## src/rtl/oldland_debug_host.sv

```systemverilog
// Host-side initiator for the Oldland debug mailbox: writes cmd/addr/data into
// the shared mailbox RAM, handshakes dbg_req/dbg_ack and returns one response.
module oldland_debug_host #(
  parameter int unsigned TIMEOUT_CYCLES = 65535,
  parameter int unsigned TIMEOUT_BITS   = 16
) (
  input  logic        clk,
  input  logic        rst,
  input  logic        cmd_valid,
  output logic        cmd_ready,
  input  logic [3:0]  cmd,
  input  logic [31:0] cmd_addr,
  input  logic [31:0] cmd_data,
  output logic        rsp_valid,
  output logic [31:0] rsp_data,
  output logic        rsp_timeout,
  output logic [1:0]  dbg_addr,
  output logic [31:0] dbg_wdata,
  output logic        dbg_wr_en,
  input  logic [31:0] dbg_rdata,
  output logic        dbg_req,
  input  logic        dbg_ack
);

  localparam logic [3:0] S_IDLE    = 4'd0;
  localparam logic [3:0] S_WR_CMD  = 4'd1;
  localparam logic [3:0] S_WR_ADDR = 4'd2;
  localparam logic [3:0] S_WR_DATA = 4'd3;
  localparam logic [3:0] S_REQ     = 4'd4;
  localparam logic [3:0] S_RD_ADDR = 4'd5;
  localparam logic [3:0] S_RD_CAP  = 4'd6;
  localparam logic [3:0] S_RELEASE = 4'd7;
  localparam logic [3:0] S_RESP    = 4'd8;

  localparam logic [3:0] CMD_READ_REG = 4'd3;
  localparam logic [TIMEOUT_BITS:0] TO_LIMIT = (TIMEOUT_BITS + 1)'(TIMEOUT_CYCLES);
  localparam logic [TIMEOUT_BITS:0] CNT_ONE  = {{TIMEOUT_BITS{1'b0}}, 1'b1};

  logic [3:0]              state_q, state_d;
  logic [3:0]              cmd_q, cmd_d;
  logic [31:0]             addr_q, addr_d;
  logic [31:0]             data_q, data_d;
  logic [31:0]             result_q, result_d;
  logic                    timeout_q, timeout_d;
  logic                    req_q, req_d;
  logic [TIMEOUT_BITS-1:0] cnt_q, cnt_d;
  logic [TIMEOUT_BITS:0]   cnt_inc;
  logic                    expire;

  // One extra bit so the compare cannot alias when the counter is full.
  assign cnt_inc = {1'b0, cnt_q} + CNT_ONE;
  assign expire  = (TIMEOUT_CYCLES != 0) && (cnt_inc == TO_LIMIT);

  always_comb begin
    state_d   = state_q;
    cmd_d     = cmd_q;
    addr_d    = addr_q;
    data_d    = data_q;
    result_d  = result_q;
    timeout_d = timeout_q;
    cnt_d     = cnt_q;
    case (state_q)
      S_IDLE: begin
        if (cmd_valid && cmd_ready) begin
          cmd_d     = cmd;
          addr_d    = cmd_addr;
          data_d    = cmd_data;
          timeout_d = 1'b0;
          state_d   = S_WR_CMD;
        end
      end
      S_WR_CMD:  state_d = S_WR_ADDR;
      S_WR_ADDR: state_d = S_WR_DATA;
      S_WR_DATA: begin
        cnt_d   = '0;
        state_d = S_REQ;
      end
      S_REQ: begin
        cnt_d = cnt_inc[TIMEOUT_BITS-1:0];
        // Ack has priority over a simultaneous expiry.
        if (dbg_ack) begin
          state_d = (cmd_q == CMD_READ_REG) ? S_RD_ADDR : S_RELEASE;
        end else if (expire) begin
          timeout_d = 1'b1;
          state_d   = S_RELEASE;
        end
      end
      S_RD_ADDR: state_d = S_RD_CAP;
      S_RD_CAP: begin
        result_d = dbg_rdata;
        state_d  = S_RELEASE;
      end
      S_RELEASE: begin
        if (!dbg_ack) state_d = S_RESP;
      end
      S_RESP: begin
        timeout_d = 1'b0;
        state_d   = S_IDLE;
      end
      default: state_d = S_IDLE;
    endcase
  end

  assign req_d = (state_d == S_REQ) || (state_d == S_RD_ADDR) || (state_d == S_RD_CAP);

  always_ff @(posedge clk) begin
    if (rst) begin
      state_q   <= S_IDLE;
      cmd_q     <= '0;
      addr_q    <= '0;
      data_q    <= '0;
      result_q  <= '0;
      timeout_q <= 1'b0;
      req_q     <= 1'b0;
      cnt_q     <= '0;
    end else begin
      state_q   <= state_d;
      cmd_q     <= cmd_d;
      addr_q    <= addr_d;
      data_q    <= data_d;
      result_q  <= result_d;
      timeout_q <= timeout_d;
      req_q     <= req_d;
      cnt_q     <= cnt_d;
    end
  end

  always_comb begin
    dbg_addr  = 2'd0;
    dbg_wdata = 32'd0;
    dbg_wr_en = 1'b0;
    case (state_q)
      S_WR_CMD: begin
        dbg_wr_en = 1'b1;
        dbg_addr  = 2'd0;
        dbg_wdata = {28'd0, cmd_q};
      end
      S_WR_ADDR: begin
        dbg_wr_en = 1'b1;
        dbg_addr  = 2'd1;
        dbg_wdata = addr_q;
      end
      S_WR_DATA: begin
        dbg_wr_en = 1'b1;
        dbg_addr  = 2'd2;
        dbg_wdata = data_q;
      end
      S_RD_ADDR: dbg_addr = 2'd3;
      default: ;
    endcase
  end

  // Holding off while ack is high drains a stale ack left over from a reset.
  assign cmd_ready   = (state_q == S_IDLE) && !dbg_ack;
  assign dbg_req     = req_q;
  assign rsp_valid   = (state_q == S_RESP);
  assign rsp_timeout = rsp_valid && timeout_q;
  assign rsp_data    = (rsp_valid && (cmd_q == CMD_READ_REG) && !timeout_q) ? result_q : 32'd0;

endmodule

```

## config.mk

```make
export PLATFORM = sky130hd
export DESIGN_NAME = oldland_debug_host
export DESIGN_NICKNAME = d
export VERILOG_FILES = /design/src/rtl/oldland_debug_host.sv
export SDC_FILE = /design/constraint.sdc
export NUM_CORES = 1
export LEC_CHECK = 0
export CAP_MARGIN = 5
export CORE_MARGIN = 2
export CORE_UTILIZATION = 39
export CTS_CLUSTER_SIZE = 10
export DETAILED_ROUTE_END_ITERATION = 10
export DONT_BUFFER_PORTS = 1
export GPL_ROUTABILITY_DRIVEN = 0
export PLACE_DENSITY = 0.61
export SETUP_SLACK_MARGIN = 0.05
export SYNTH_ARGS = -nofsm -noshare
export SYNTH_HDL_FRONTEND = slang
export SYNTH_SLANG_ARGS = --single-unit
export TNS_END_PERCENT = 10
```

## constraint.sdc

```tcl
create_clock -name clk -period 2.2 [get_ports clk]
set_clock_uncertainty 0.15 [all_clocks]
set_input_delay 0.55 -clock clk [delete_from_list [all_inputs] [get_ports clk]]
set_output_delay 0.55 -clock clk [all_outputs]
set_load 0.1 [all_outputs]
```

==> metrics.md <==
| Metric | Value |
|---|---|
| Outcome | finished with violations |
| Failing checks | negative setup slack |
| Worst Tran Pin Value | between 0.6 and 0.7 ns |
| WL/cell | 15.7 microns |
| Clock root buffer | clkbuf_16 |
| Max-slew headroom | 55.2% |
| Setup violations, final | 67 |
| Final Worst Setup Slack | -0.413 ns |
| Antenna violations before repair | 0 |
| Clk pwr share | about 53% |
| Final Max Slew Viols | 0 |
| Sink Count | 122 |
| Seq/Total Area, Yosys | 44.3% |
| Die H | about 120 microns |
| Die width | 123 microns |
| Sw Share | 22.6% |
| Area Growth Syn to Fin | 34.7% |
| Deepest clock path buffer count | 2 |
| Library cells used by synthesis | 52 |
| IO Port Bufs | 0 |
| Crit Path Class | flop to output port |
| Hold/Removal Path Class | primary input to flop |
| WP buf/inv | 2 |
| Part of the power in registers | 40.6% |
| Drt pass-1 iters | 4 |
| First-pass GRT wire length | 23,400 microns |
| Detail Route Antenna Nets | 0 |
| Leak Pwr | 2.74 nW |
| Core area | roughly 0.014 sq mm |
| Max_cap viols | 0 |
| Die area | 0.0151 sq mm |
| H-tree depth | 4 |
| Async S/R FF share, synth | 0% |
| Ratio of final minimum period to clock period | 119% |
| Share of cells above drive strength 1 | 27.2% |
| Ports | 175 |
| #FFs+latches synth | about 120 |
| Post-route cell area | 0.00743 sq mm |
| Synth Area per Inst | around 7.6 sq um |
| Max incr delay on CP | 0.35 ns |
| Syn Nets | 832 |
| Final HPWL from detailed placement | roughly 10,000 microns |
| Drc violations | 0 |
| RSZ-0062 raised after global routing | true |
| Max Freq | 0.383 GHz |
| Vias | roughly 5,100 |
| CP max stage cell | and2_4 |
| Hold_buf cts | 0 |
| CTS tree | built |
| Hold Slack | 0.0532 ns |
| Worst-skew pair later-pin latency | 0.42 ns |
| Critical Path Sink Type | output port |
| Area share of the largest cell type after synthesis | 44.3% |
| Main synth FF type | dfxtp_1 |
| # Post-CTS Setup Buffers | 0 |
| Num rows | 43 |
| Final nets | 860 |
| CP Cell Sequence | nor4bb_4 -> buf_4 -> nand2_4 -> nor2_4 -> buf_12 -> and2_4 |
| Initial Util | 39.9% |
| Combinational share of power | approximately 6.8% |
| Fin util | 53.8% |
| Drt initial violations | 287 |
| Area after DPL | between 0.006 and 0.007 sq mm |
| Cell internal pwr | around 4.4 mW |
| Mapped cell area | 0.00552 sq mm |
| Gate Count Post-Synth | 726 |
| CP delay by family, top | simple AND/OR/NAND/NOR gates |
| Nature of the critical path startpoint | flop |
| Num CTS Buffers | 17 |
| Total GRT Usage | about 20% |
| Vias in the first global route | 4,915 |
| CP required | 1.50 ns |
| Total Wirelength | roughly 15,000 microns |
| Peak VDD IR | about 0.73 mV |
| GR Overflow Total | 0 |
| Yosys warning count | 0 |
| Vias per cell | ~5.4 |
| Largest net degree at the start of global routing | 122 |
| Hold Vio Cnt, Final | 0 |
| Synth top area cells | dfxtp_1, nand2_1, a21oi_1, a22o_1, and2_1 |
| Area leader, netlist | dfxtp_1 |
| Total negative setup slack | -23.87 ns |
| Final critical-path required period | 2.61 ns |
| Worst EP arrival | about 1.9 ns |
| Net Sw Power | 1.30 mW |
| Post-synth EDFFs | 0 |
| PwrDens | 772 mW/mm^2 |
| CTS clock-pin slew for the worst setup and hold paths | 0.06 ns |
| CP Max Fanout | 32 |
-- cell usage after synthesis, types with 2 or more instances --
cell type / number
a22o_1: 28
mux2_2: 4
and2_1: 33
nand2b_1: 4
nand4_1: 3
nor3_1: 6
buf_6: 3
o31ai_1: 2
inv_1: 3
clkbuf_1: 46
nand3_1: 10
dfxtp_1: 122
or2_2: 2
a311oi_1: 4
nor2b_1: 6
buf_1: 3
and3_1: 4
o21ai_0: 9
ha_1: 2
a22oi_1: 7
buf_4: 4
a41oi_1: 2
nand3b_1: 4
a21oi_1: 120
xnor2_1: 4
nor2_1: 35
buf_2: 2
nor3b_1: 3
nand2_1: 217
or3_4: 2
nor4_1: 6
a31oi_1: 4
xor2_1: 3
-- kinds of logic (layout without fill, tap and decap cells) --
kind of cell | Yosys count | after routing | share of synthesized area, %
compound gates | 183 | 183 | 19.9
simple gates | 345 | 345 | 28.4
xor+xnor | 7 | 7 | 1.11
mux | 4 | 4 | 0.816
fa+ha+maj | 2 | 2 | 0.453
other cells | 0 | 2 | 0
flops | 122 | 122 | 44.3
buf+inv | 63 | 104 | 5.10
-- per-layer routing --
metal | vias to the layer above | part of all wire, % | GRT usage [%]
met4 | 0 | 1.5 | 6.82
met5 | - | 0 | 0
met3 | 20 | 8.5 | 7.80
li1 | 2513 | - | -
met2 | 171 | 49 | 35.0
met1 | 2394 | 40 | 21.4
-- sequential cells by signal, indices dropped and copies added, names as in the netlist --
name,flops
addr_q,32
cmd_q,4
cnt_q,16
data_q,32
dbg_req,1
result_q,32
state_q,4
timeout_q,1
-- path summary, 6_finish.rpt --
check,startpoint,to,slack [ns],cells after the start
min reg2reg,data_q[10],data_q[10],0.31,2
max reg2reg,cnt_q[0],timeout_q,0,7
min,dbg_ack,state_q[3],0.05,1
max,cmd_q[3],rsp_data[25],-0.41,6
-- worst reg2reg max path: stages (launching register included) --
cell	delay (ns)
dfxtp_1	0.33
ha_2	0.20
nand3_1	0.11
or3_4	0.40
nor3_4	0.15
xnor2_1	0.12
or3_4	0.39
o41ai_2	0.27
-- per-stage QoR --
| step | setup WS, ns | instances | total power, mW |
|---|---|---|---|
| 2_1_floorplan | -0.296 | 726 | 2.67 |
| 3_3_place_gp | 0.0391 | 915 | 2.74 |
| 3_5_place_dp | -0.00905 | 915 | 2.76 |
| 4_1_cts | -0.418 | 947 | 5.80 |
| 5_1_grt | -0.516 | 947 | 5.95 |
| 6_report | -0.413 | 949 | 5.74 |
-- area by class of cell --
cell class                      count  area (sq um)
Inverter                            3          11.3
Clock buffer                       21           480
Timing Repair Buffer               69           847
Fill cell                        1264          6390
Sequential cell                   122          2450
Clock inverter                     11           166
Tap cell                          180           225
Antenna cell                        2          5.00
Multi-Input combinational cell    541          3250
-- power by group through the flow --
stage	Clock (mW)	Sequential [mW]	Combinational, mW
2_1_floorplan	0	2.36	0.304
6_report	3.02	2.33	0.391
3_3_place_gp	0	2.37	0.373
4_1_cts	3.08	2.33	0.391
5_1_grt	3.18	2.34	0.427
3_5_place_dp	0	2.38	0.382
-- cell usage in the layout, fill, tap and decap left out, types with 4 or more instances in the layout --
master     synthesis  layout
clkbuf_8           0       4
bufinv_16          0       4
and2_4             0      32
a22oi_2            0       4
mux2_2             4       4
dfxtp_1          122     117
nor2b_1            6       5
a22o_4             0      20
nand2_1          217     216
nor2_1            35      25
o21ai_0            9       9
nor3_1             6       5
nor2_4             0       9
dfxtp_2            0       4
buf_4              4      42
clkbuf_16          0      17
a21oi_1          120     119
nand3b_1           4       4
nor4_1             6       4
nand2b_1           4       4
a31oi_1            4       4
a22o_2             0       8
nand3_1           10       9
buf_12             0      26
a311oi_1           4       4
-- timing repair --
action | CTS | global route
hold endpoints to repair | 0 | 0
pin swaps | 10 | 10
gates resized for setup | 18 | 7
endpoints found under the setup margin | 71 | 73
Power figures use the tool's default switching activity.
